## config.mk

```make
export PLATFORM = sky130hd
export DESIGN_NAME = alu_seq16_flat
export DESIGN_NICKNAME = d
export VERILOG_FILES = /design/src/rtl/alu_seq16_if.sv /design/src/rtl/alu_seq16.sv /design/src/flat_wrapper.sv
export SDC_FILE = /design/constraint.sdc
export NUM_CORES = 1
export LEC_CHECK = 0
export ABC_CLOCK_PERIOD_IN_PS = 2900
export CAP_MARGIN = 20
export CORE_MARGIN = 3
export CORE_UTILIZATION = 30
export CTS_CLUSTER_DIAMETER = 40
export DETAILED_ROUTE_END_ITERATION = 8
export PLACE_DENSITY_LB_ADDON = 0.12
export SLEW_MARGIN = 20
export SYNTH_ARGS = -nofsm -noshare
export SYNTH_HDL_FRONTEND = slang
export SYNTH_SLANG_ARGS = --single-unit
```

## constraint.sdc

```tcl
create_clock -name clk -period 2.9 [get_ports clk]
set_clock_uncertainty 0.1 [all_clocks]
set_input_delay 0.29 -clock clk [delete_from_list [all_inputs] [get_ports clk]]
set_output_delay 0.29 -clock clk [all_outputs]
set_load 0.02 [all_outputs]
```

## src/rtl/alu_seq16_if.sv

```systemverilog
// alu_seq16_if -- bundle of every non-clock signal of the alu_seq16 sequencer.
//
// Parameter: NIBBLES (4-bit passes per operation), W = 4*NIBBLES.
//
// Signal groups:
//   control side  : start, opa[W], opb[W], sel[4], mode, cin  (into sequencer)
//                   busy, done, res[W], cout, zero            (out of sequencer)
//   ALU slice side: alu_a[4], alu_b[4], alu_s[4], alu_m, alu_pin (out of sequencer)
//                   alu_r[4], alu_pout                          (into sequencer)
//   debug         : state_dbg[2] (current FSM state of the sequencer)
//   step          : single-step qualifier, present only with ALU_SEQ_STEP_EN
//
// Handshake: start is a request that is taken only when the sequencer is idle
// or in its done cycle; there is no ready wire, busy=1 means a request would be
// ignored. done is a one-cycle pulse, and res/cout/zero stay valid from done
// until the next accepted start.
//
// Modports: "master" is the environment (control unit plus the ALU slice),
// "slave" is the sequencer itself.
interface alu_seq16_if #(
   parameter int NIBBLES = 4
);
   localparam int W = 4 * NIBBLES;

   logic         start;
   logic [W-1:0] opa;
   logic [W-1:0] opb;
   logic [3:0]   sel;
   logic         mode;
   logic         cin;
   logic         busy;
   logic         done;
   logic [W-1:0] res;
   logic         cout;
   logic         zero;
   logic [3:0]   alu_a;
   logic [3:0]   alu_b;
   logic [3:0]   alu_s;
   logic         alu_m;
   logic         alu_pin;
   logic [3:0]   alu_r;
   logic         alu_pout;
   logic [1:0]   state_dbg;
`ifdef ALU_SEQ_STEP_EN
   logic         step;

   modport master (
      output start, opa, opb, sel, mode, cin, alu_r, alu_pout, step,
      input  busy, done, res, cout, zero, alu_a, alu_b, alu_s, alu_m, alu_pin,
             state_dbg
   );

   modport slave (
      input  start, opa, opb, sel, mode, cin, alu_r, alu_pout, step,
      output busy, done, res, cout, zero, alu_a, alu_b, alu_s, alu_m, alu_pin,
             state_dbg
   );
`else
   modport master (
      output start, opa, opb, sel, mode, cin, alu_r, alu_pout,
      input  busy, done, res, cout, zero, alu_a, alu_b, alu_s, alu_m, alu_pin,
             state_dbg
   );

   modport slave (
      input  start, opa, opb, sel, mode, cin, alu_r, alu_pout,
      output busy, done, res, cout, zero, alu_a, alu_b, alu_s, alu_m, alu_pin,
             state_dbg
   );
`endif

endinterface

```

## src/rtl/alu_seq16.sv

```systemverilog
// alu_seq16 -- drives an external 4-bit ALU slice one nibble per cycle to build
// a W = 4*NIBBLES bit operation. Least-significant nibble first; the slice's
// carry-out is registered and fed back as carry-in of the next nibble.
//
// Ports:
//   clk  : rising-edge clock
//   rst  : synchronous, active-high reset
//   bus  : alu_seq16_if.slave (control handshake, operands, result, ALU slice
//          drive/return, state_dbg)
//
// Optional build macro ALU_SEQ_STEP_EN: adds bus.step; in RUN a nibble is
// captured (and the carry/index advanced) only on edges where step=1.
//
// Timing: start accepted at edge 0, RUN in cycles 1..NIBBLES, done=1 in cycle
// NIBBLES+1. A start seen in the done cycle goes straight back to RUN.
module alu_seq16 #(
   parameter int NIBBLES = 4
) (
   input logic       clk,
   input logic       rst,
   alu_seq16_if.slave bus
);
   localparam int W  = 4 * NIBBLES;
   localparam int KW = (NIBBLES > 1) ? $clog2(NIBBLES) : 1;
   localparam logic [KW-1:0] K_LAST = KW'(NIBBLES - 1);

   typedef enum logic [1:0] {
      S_IDLE = 2'd0,
      S_RUN  = 2'd1,
      S_DONE = 2'd2
   } state_t;

   state_t       state;
   logic [KW-1:0] k;
   logic [W-1:0] a_q;
   logic [W-1:0] b_q;
   logic [3:0]   sel_q;
   logic         mode_q;
   logic         cin_q;
   logic         carry_q;
   logic [W-1:0] res_q;
   logic         cout_q;
   logic         zero_q;
   logic         busy_q;
   logic         done_q;

   logic [W-1:0] res_next;
   logic         advance;
   logic         accept;

`ifdef ALU_SEQ_STEP_EN
   assign advance = bus.step;
`else
   assign advance = 1'b1;
`endif

   assign accept = bus.start && ((state == S_IDLE) || (state == S_DONE));

   // The ALU slice sees live nibbles only during RUN; function/mode are the
   // latched values at all times so the slice is stable between operations.
   always_comb begin
      bus.alu_a   = 4'd0;
      bus.alu_b   = 4'd0;
      bus.alu_pin = 1'b0;
      if (state == S_RUN) begin
         bus.alu_a   = a_q[4*int'(k) +: 4];
         bus.alu_b   = b_q[4*int'(k) +: 4];
         bus.alu_pin = (k == '0) ? cin_q : carry_q;
      end
   end

   assign bus.alu_s = sel_q;
   assign bus.alu_m = mode_q;

   // Result with the current nibble merged in; used both for the capture and
   // for the zero flag on the final nibble.
   always_comb begin
      res_next                   = res_q;
      res_next[4*int'(k) +: 4]   = bus.alu_r;
   end

   always_ff @(posedge clk) begin
      if (rst) begin
         state   <= S_IDLE;
         k       <= '0;
         a_q     <= '0;
         b_q     <= '0;
         sel_q   <= 4'd0;
         mode_q  <= 1'b0;
         cin_q   <= 1'b0;
         carry_q <= 1'b0;
         res_q   <= '0;
         cout_q  <= 1'b0;
         zero_q  <= 1'b0;
         busy_q  <= 1'b0;
         done_q  <= 1'b0;
      end else begin
         case (state)
            S_IDLE, S_DONE: begin
               done_q <= 1'b0;
               if (accept) begin
                  a_q    <= bus.opa;
                  b_q    <= bus.opb;
                  sel_q  <= bus.sel;
                  mode_q <= bus.mode;
                  cin_q  <= bus.cin;
                  k      <= '0;
                  busy_q <= 1'b1;
                  state  <= S_RUN;
               end else begin
                  busy_q <= 1'b0;
                  state  <= S_IDLE;
               end
            end
            S_RUN: begin
               if (advance) begin
                  res_q   <= res_next;
                  carry_q <= bus.alu_pout;
                  if (k == K_LAST) begin
                     k      <= '0;
                     busy_q <= 1'b0;
                     done_q <= 1'b1;
                     cout_q <= bus.alu_pout;
                     zero_q <= (res_next == '0);
                     state  <= S_DONE;
                  end else begin
                     k <= k + 1'b1;
                  end
               end
            end
            default: begin
               busy_q <= 1'b0;
               done_q <= 1'b0;
               state  <= S_IDLE;
            end
         endcase
      end
   end

   assign bus.busy      = busy_q;
   assign bus.done      = done_q;
   assign bus.res       = res_q;
   assign bus.cout      = cout_q;
   assign bus.zero      = zero_q;
   assign bus.state_dbg = state;

endmodule

```

## src/flat_wrapper.sv

```systemverilog
// flat-port wrapper written by rule: the top's interface ports become plain ports
module alu_seq16_flat 
#(
   parameter int NIBBLES = 4
)
  (clk, rst, bus_start, bus_opa, bus_opb, bus_sel, bus_mode, bus_cin, bus_alu_r, bus_alu_pout, bus_busy, bus_done, bus_res, bus_cout, bus_zero, bus_alu_a, bus_alu_b, bus_alu_s, bus_alu_m, bus_alu_pin, bus_state_dbg);
  alu_seq16_if #(.NIBBLES(NIBBLES)) bus_i ();
  input logic clk;
  input logic rst;
  input wire logic [$bits(bus_i.start)-1:0] bus_start;
  input wire logic [$bits(bus_i.opa)-1:0] bus_opa;
  input wire logic [$bits(bus_i.opb)-1:0] bus_opb;
  input wire logic [$bits(bus_i.sel)-1:0] bus_sel;
  input wire logic [$bits(bus_i.mode)-1:0] bus_mode;
  input wire logic [$bits(bus_i.cin)-1:0] bus_cin;
  input wire logic [$bits(bus_i.alu_r)-1:0] bus_alu_r;
  input wire logic [$bits(bus_i.alu_pout)-1:0] bus_alu_pout;
  output wire logic [$bits(bus_i.busy)-1:0] bus_busy;
  output wire logic [$bits(bus_i.done)-1:0] bus_done;
  output wire logic [$bits(bus_i.res)-1:0] bus_res;
  output wire logic [$bits(bus_i.cout)-1:0] bus_cout;
  output wire logic [$bits(bus_i.zero)-1:0] bus_zero;
  output wire logic [$bits(bus_i.alu_a)-1:0] bus_alu_a;
  output wire logic [$bits(bus_i.alu_b)-1:0] bus_alu_b;
  output wire logic [$bits(bus_i.alu_s)-1:0] bus_alu_s;
  output wire logic [$bits(bus_i.alu_m)-1:0] bus_alu_m;
  output wire logic [$bits(bus_i.alu_pin)-1:0] bus_alu_pin;
  output wire logic [$bits(bus_i.state_dbg)-1:0] bus_state_dbg;
  assign bus_i.start = bus_start;
  assign bus_i.opa = bus_opa;
  assign bus_i.opb = bus_opb;
  assign bus_i.sel = bus_sel;
  assign bus_i.mode = bus_mode;
  assign bus_i.cin = bus_cin;
  assign bus_i.alu_r = bus_alu_r;
  assign bus_i.alu_pout = bus_alu_pout;
  assign bus_busy = bus_i.busy;
  assign bus_done = bus_i.done;
  assign bus_res = bus_i.res;
  assign bus_cout = bus_i.cout;
  assign bus_zero = bus_i.zero;
  assign bus_alu_a = bus_i.alu_a;
  assign bus_alu_b = bus_i.alu_b;
  assign bus_alu_s = bus_i.alu_s;
  assign bus_alu_m = bus_i.alu_m;
  assign bus_alu_pin = bus_i.alu_pin;
  assign bus_state_dbg = bus_i.state_dbg;
  alu_seq16 #(.NIBBLES(NIBBLES)) u_core (.clk(clk), .rst(rst), .bus(bus_i));
endmodule
```

## Yosys cells after proc, flatten, opt, wreduce, memory -nomap -nowiden

Cells that the tools add are included.

- Flip-flop bits (word level): 63
- Bits of input ports: 46
- Output and inout bits: 36
- Logic and storage cells: 50

- Add/sub/neg operators: 2
- Eq/ne operators: 5
- Shift operators: 4
- Mux-type cells: 14
- Bitwise gates (word level): 1
- Reductions and logical operators: 11

Operators by type and width:

| cell | number |
|---|---|
| negator 4 -> 33 bit | 1 |
| variable shift 4 x 33 -> 16 bit, first input constant | 1 |
| variable part select 4 x 33 -> 16 bit | 1 |
| variable part select 16 x 5 -> 4 bit | 2 |
| bitwise mux 16 bit | 1 |
| zero test 16 bit | 1 |
| two-way mux 4 bit | 2 |
| one-hot mux 2 bit (2 select lines) | 2 |
| two-way mux 2 bit | 3 |
| AND reduction 2 bit | 3 |
| two-way mux 1 bit | 5 |
| == test 2 bit, second input constant | 2 |
| zero test 2 bit | 2 |
| OR reduction 2 bit | 2 |
| adder 2 x 1 -> 2 bit, second input constant | 1 |
| == test 2 x 1 -> 1 bit, second input constant | 1 |
| != test 2 x 1 -> 1 bit, second input constant | 1 |
| != test 2 bit, second input constant | 1 |
| one-hot mux 1 bit (2 select lines) | 1 |
| nonzero test 2 bit | 1 |
| logical AND 1 bit | 1 |
| logical OR 1 bit | 1 |
| inverter 1 bit | 1 |

## Depth between registers and ports, before layout

Gate-level depths: netlist of run 1.

- Depth in word-level cells: 5
- Depth in mapped cells: 9
- Gate-level depth less buffers: 6

## Worst setup path before layout of run 1

OpenSTA, ideal clock, no wires.

- Path type: flip-flop to flip-flop
- Start: register u_core.k[1]
- End: register u_core.zero_q, in the netlist u_core.bus.zero
- Library setup time: 84 ps
- Data arrival time: 1894 ps
- Required time: 2716 ps
- Path slack: 822 ps
- Stages on the path, launching flop included: 9
- Path buffers: 2
- Clock period less this slack: 2078 ps
- Cell sequence: dfxtp_1 > clkbuf_1 > inv_1 > ha_1 > buf_2 > and4bb_1 > a2bb2oi_1 > nand4_1 > o31ai_2

- Longest elaborated chain between the ends: 4
- Elaborated cells between the ends (all ways): 7
- Those cells by class: add/sub (1); eq/ne (1); shift (2); mux (1); reduce/logical (2)

Ends and longest elaborated chain:

| item | RTL line | RTL |
|---|---|---|
| from (decl) | alu_seq16.sv:34 | `logic [KW-1:0] k;` |
| from (signal assigned) | alu_seq16.sv:127 | `k <= k + 1'b1;` |
| negator 4 -> 33 bit | alu_seq16.sv:79 | `res_next[4*int'(k) +: 4] = bus.alu_r;` |
| variable part select 4 x 33 -> 16 bit or variable shift 4 x 33 -> 16 bit (tied branches) | alu_seq16.sv:79 |  |
| bitwise mux 16 bit | alu_seq16.sv:79 |  |
| zero test 16 bit | alu_seq16.sv:124 | `zero_q <= (res_next == '0);` |
| to (signal assigned) | alu_seq16.sv:124 |  |
| to (decl) | alu_seq16.sv:43 | `logic zero_q;` |

Several ways; a longest one is shown, not always the timed one.
A chain may end at the register's enable or synchronous reset.

## Worst setup path in the final report of run 1

- Start: register u_core.k[0]
- End: output port bus_alu_pin

- Longest elaborated chain between the ends: 3

Ends and longest elaborated chain:

| item | RTL line | RTL |
|---|---|---|
| zero test 2 bit | alu_seq16.sv:68 | `bus.alu_pin = (k == '0) ? cin_q : carry_q;` |
| two-way mux 1 bit | alu_seq16.sv:68 |  |
| two-way mux 1 bit | alu_seq16.sv:65 | `if (state == S_RUN) begin` |
| to (decl) | flat_wrapper.sv:27 | `output wire logic [$bits(bus_i.alu_pin)-1:0] bus_alu_pin;` |

No other way between the ends.

==> flow_summary.yaml, run 1 <==
floorplan:
  fp.dieH_um: 103
  die_width_um: 103
  io_pins: 82
  dieArea_um2: 10600
  fp-row-count: 34
  start_util_pct: 31.6
  core_um2: 8890
cts:
  cts.path.max_buffers: 2
  cts_tree: "yes"
  clock_latency_ns: 0.34
  cts_made_buffers: 9
  post_cts_buffers: 0
  clock_sinks: 63
  cts_resized: 0
  ctsHtreeMaxLevel: 3
  cts.clk_slew.worst_paths_ns: 0.07
  hold_buffers: 0
  clockRootBuffer: "clkbuf_8"
yosys:
  yosys.area.top_type: "dfxtp_1"
  ys_seq_elements: 63
  synthesis.area_um2: 2810
  seq_area_frac_synth_pct: 44.9
  ys_warn_count: 0
  syn_inst: 321
  synth_area_per_cell_um2: 8.74
  netlist_top_cells_area: "dfxtp_1 (45%), nand2_1 (11%), a21oi_1 (7.7%)"
  postSynthNetCount: 373
  synth_cell_types: 43
  synth_ff_type: "dfxtp_1"
  synth_edf_count: 0
  async_flop_share_pct: 0
  yosysMostFrequentCell: "nand2_1"
  synth_top_cell_area_share_pct: 44.9
  synthTopCellsByCount: "nand2_1 (84), dfxtp_1 (63), a21oi_1 (43)"
hold_path:
  hold_path.class: "register to register"
sta:
  fmax_ghz: 0.394
  tightestPinTransition_ns: 0.726
  min_period_ns: 2.54
  max-slew-margin-rel_pct: 51.6
  rsz0062_at_grt: "false"
  period_share_pct: 87.6
  hold_viol: 0
  setup_tns_ns: 0
  final_max_slew_viol_count: 0
  setup_viol: 0
setup_path:
  critPathRequiredTime_ns: 2.51
  crit_path_end: "bus_alu_pin"
  cp.arrival_ns: 2.15
  r2r-end: "u_core.bus.res[10]"
  rrSetupSlack_ns: 0.78
  startpoint_type: "register"
  regToRegStartpoint: "u_core.k[1]"
  critPathCaptureType: "primary output"
  path_max_fanout: 11
  crit_path_start: "u_core.k[0]"
  ff2ff_path_depth: 6
  critPathKind: "register to primary output"
final_layout:
  syn2layout_area_growth_pct: 39.7
  diodes: 0
  nets: 451
  final_layout_size_suffix_gt1_share_pct: 10.4
  stdcell_area_um2: 3920
power_and_ir_drop:
  p_leak_uw: 0.00141
  power_density_nw_per_um2: 541
  peakVddDrop_v: 0.000252
global_route:
  grt.total_usage_pct: 14.8
  grt-ovfl-total: 0
  grt_pass1_vias: 2468
  grt_pass1_wl_mm: 12.0
  antenna_found_initial: 0
  grt_max_degree: 37
place:
  io_buffers: 81
  gp_congestion: 0.826
  placed_area_um2: 3690
  hpwl_mm: 5.47
detailed_routing:
  drc: 0
  final_antenna_net_count: 0
  via_per_inst: 4.93
  vias: 2524
  firstDrtPassIters: 4
  routed_wl_mm: 7.48
  drt_iter0_drc: 127
  avgRoutedWirePerCell_um: 14.6
run_status:
  status: "finished clean"
run:
  maxCapViolCount: 0
[final cells by class]
type	count	area [um^2]
Fill cell	871	4970
Multi-Input combinational cell	230	1400
Sequential cell	63	1260
Timing Repair Buffer	91	881
Clock buffer	11	151
Tap cell	108	135
Clock inverter	5	80.1
Inverter	4	15.0
[worst min-delay path by stage]
stage	slack, ns	depth (start not counted)	to	from
floorplan	0.33	2	u_core.a_q[0]	bus_opa[0]
global route	0.37	2	u_core.b_q[8]	u_core.b_q[8]
CTS	0.35	2	u_core.bus.res[8]	rst
finish	0.35	2	u_core.a_q[3]	u_core.a_q[3]
global placement	0.34	2	u_core.a_q[12]	u_core.a_q[12]
detailed placement	0.35	2	u_core.a_q[7]	u_core.a_q[7]
[power by group]
part | internal, uW | total [uW] | switching [uW]
combinational | 158 | 321 | 163
clock | 529 | 871 | 342
sequential | 907 | 930 | 23.4
total | 1590 | 2120 | 528
[worst max-delay path, cell delays in order, from the launching register on]
cell	delay [ns]
dfxtp_1	0.33
buf_4	0.18
inv_1	0.11
ha_1	0.30
mux2i_1	0.15
nor2_1	0.12
clkdlybuf4s50_1	0.63
[metal layers]
layer,track usage (%),part of all wire [%],wire length (um)
met1,18.8,45,3400
met2,23.3,47,3510
met3,5.21,6.2,466
met4,5.25,1.4,104
met5,0,0,0
[sequential cells by signal (all words and copies together) (netlist names)]
register and count:
u_core.bus.state_dbg 2, u_core.carry_q 1, u_core.bus.busy 1, u_core.cin_q 1, u_core.a_q 16, u_core.bus.res 16
u_core.bus.cout 1, u_core.b_q 16, u_core.bus.done 1, u_core.k 2, u_core.bus.zero 1, u_core.bus.alu_m 1
u_core.bus.alu_s 4
[cells in the final DEF, fill, tap and decap left out, types with 2 or more instances in the layout]
cell / instances
nand2_1: 84
nand4_1: 2
mux4_2: 7
nand2b_1: 2
and2b_1: 2
ha_1: 6
o21a_1: 2
nand3_1: 3
mux2i_1: 2
clkbuf_8: 11
nand3b_1: 5
a22oi_1: 2
inv_1: 4
buf_4: 10
bufinv_16: 2
nor2_1: 22
nor3_1: 5
dfxtp_1: 63
a21oi_1: 43
a211oi_1: 2
and3_1: 2
a32oi_1: 12
and2_1: 8
clkinvlp_4: 2
clkdlybuf4s50_1: 80
[kinds of logic after synthesis]
group           Yosys count  synth area share (%)
compound gates           69                  16.0
fa+ha+maj                 6                  2.67
buf+inv                  28                  5.35
flops                    63                  44.9
mux                      11                  7.80
simple gates            144                  23.2
[per-stage QoR]
stage | total power [uW] | utilization [%] | hold WS (ns) | std cells | setup slack, ns
6_report | 2120 | 44.1 | 0.353 | 512 | 0.360
5_1_grt | 2230 | 44.1 | 0.375 | 512 | 0.246
4_1_cts | 2160 | 44.1 | 0.353 | 512 | 0.313
3_5_place_dp | 1270 | 41.5 | 0.348 | 496 | 0.696
3_3_place_gp | 1270 | 41.5 | 0.340 | 496 | 0.709
2_1_floorplan | 1140 | - | 0.325 | 321 | 0.822
Power figures use the tool's default switching activity.
==> inputs of run 2 (changes only) <==
--- a/config.mk
+++ b/config.mk
@@ -5,9 +5,8 @@
 export SDC_FILE = /design/constraint.sdc
 export NUM_CORES = 1
 export LEC_CHECK = 0
-export ABC_CLOCK_PERIOD_IN_PS = 2900
 export CAP_MARGIN = 20
-export CORE_MARGIN = 3
+export CORE_MARGIN = 2
 export CORE_UTILIZATION = 30
 export CTS_CLUSTER_DIAMETER = 40
 export DETAILED_ROUTE_END_ITERATION = 8
==> run 2 against run 1 <==
- count of clock-buffer cells in the layout shrank 2
- first-iteration DRC count decreased by 46%
- global-route usage is 0.37 points higher
- largest cell class unchanged
- highest routed layer unchanged
==> flow_summary.yaml, run 2 (synthesis gave the netlist of run 1 again) <==
global_route:
  grt.total_usage_pct: 15.2
  grt_max_degree: 42
  grt_pass1_vias: 2414
  antenna_found_initial: 0
  grt_pass1_wl_mm: 12.0
  grt-ovfl-total: 0
cts:
  cts.path.max_buffers: 2
  post_cts_buffers: 0
  clock_latency_ns: 0.35
  cts_tree: "yes"
  ctsHtreeMaxLevel: 3
  clockRootBuffer: "clkbuf_8"
  hold_buffers: 0
  cts_made_buffers: 9
  clock_sinks: 63
  cts.clk_slew.worst_paths_ns: 0.09
place:
  gp_congestion: 0.820
  hpwl_mm: 5.13
  io_buffers: 81
  placed_area_um2: 3680
power_and_ir_drop:
  power_uw: 2110
  switching_share_pct: 26.6
  power_frac_comb_pct: 15.1
  p_switching_uw: 560
  power_density_nw_per_um2: 540
  peakVddDrop_v: 0.000196
  p_leak_uw: 0.00139
  p_int_uw: 1550
  seqPwrFrac_pct: 44.2
  p_clk_share_pct: 40.7
final_layout:
  final_cell_mix: "nand2_1 (84), clkdlybuf4s50_1 (80), dfxtp_1 (62)"
  final_common_cell: "nand2_1"
  nets: 447
  stdcell_area_um2: 3910
  diodes: 0
  syn2layout_area_growth_pct: 39.2
  final_layout_size_suffix_gt1_share_pct: 10.0
hold_path:
  hold_path.class: "register to register"
floorplan:
  core_um2: 9150
  die_width_um: 101
  fp.dieH_um: 101
  dieArea_um2: 10100
  fp-row-count: 35
  start_util_pct: 30.7
  io_pins: 82
detailed_routing:
  drt_iter0_drc: 68
  final_antenna_net_count: 0
  routed_wl_mm: 7.42
  vias: 2496
  avgRoutedWirePerCell_um: 14.5
  drc: 0
  firstDrtPassIters: 4
  via_per_inst: 4.88
sta:
  rsz0062_at_grt: "false"
  hold_viol: 0
  final_max_slew_viol_count: 0
  setup_tns_ns: 0
  tightestPinTransition_ns: 0.836
  min_period_ns: 2.63
  setup_viol: 0
  max-slew-margin-rel_pct: 44.3
  hold_ws_ns: 0.355
  period_share_pct: 90.8
  fmax_ghz: 0.380
setup_path:
  crit_chain: "buf_4 > mux4_1 > and2_1 > clkdlybuf4s50_1"
  worst_path_max_delay_cell: "mux4_1"
  max_stage_delay_ns: 0.55
  path_max_fanout: 7
  cp.arrival_ns: 2.24
  critPathRequiredTime_ns: 2.51
  critPathCaptureType: "primary output"
  critPathKind: "register to primary output"
  startpoint_type: "register"
  rrSetupSlack_ns: 0.71
run_status:
  status: "finished clean"
run:
  maxCapViolCount: 0
==> run 2: cell types whose count changed in the layout (fill, tap and decap cells not counted), sizes merged <==
cell    previous run  this run
buf               11         7
clkbuf            11         9
clkinv             1         3
==> run 2: repair_timing <==
| action | 4_1_cts | 5_1_grt |
|---|---|---|
| endpoints found under the setup margin | 0 | 1 |
| resized for setup | 0 | 1 |
| endpoints found under the hold margin | 0 | 0 |
==> run 2: worst paths after layout <==
path,startpoint,end,depth (start not counted)
min,u_core.a_q[12],u_core.a_q[12],2
min reg2reg,u_core.a_q[12],u_core.a_q[12],2
max,u_core.k[0],bus_alu_b[0],4
max reg2reg,u_core.k[0],u_core.bus.res[11],7
==> run 2: routing by layer <==
metal	wire, um	track usage, %
met1	3620	20.7
met2	3220	22.3
met3	466	5.06
met4	105	5.58
met5	0	0
==> run 2: worst max-delay path, delay by kind of cell, from the launching register on <==
family	cells	cell delay [ns]
buffers and inverters	2	0.77
flip-flops	1	0.40
multiplexers	1	0.55
AND/OR/NAND/NOR	1	0.18
==> run 2: layout make-up <==
class | instances | area, um^2
tap | 111 | 139
fill | 938 | 5250
timing repair buffer | 87 | 863
clock buffer | 9 | 124
inverter | 4 | 15.0
multi-input combinational | 230 | 1410
clock inverter | 7 | 97.6
sequential | 63 | 1260
==> run 2: power by group through the flow <==
| stage | combinational (uW) | clock (uW) | sequential (uW) |
|---|---|---|---|
| final | 319 | 857 | 931 |
| after global routing | 351 | 912 | 937 |
| after CTS | 322 | 878 | 931 |
| after detailed placement | 321 | 0 | 951 |
| after global placement | 320 | 0 | 950 |
| after floorplan | 179 | 0 | 957 |
==> run 2: metrics by stage <==
stage | utilization [%] | std cells | setup slack [ns]
6_report | 42.7 | 511 | 0.267
5_1_grt | 42.7 | 511 | 0.107
4_1_cts | 42.7 | 511 | 0.147
3_5_place_dp | 40.2 | 495 | 0.541
3_3_place_gp | 40.2 | 495 | 0.561
2_1_floorplan | - | 321 | 0.822
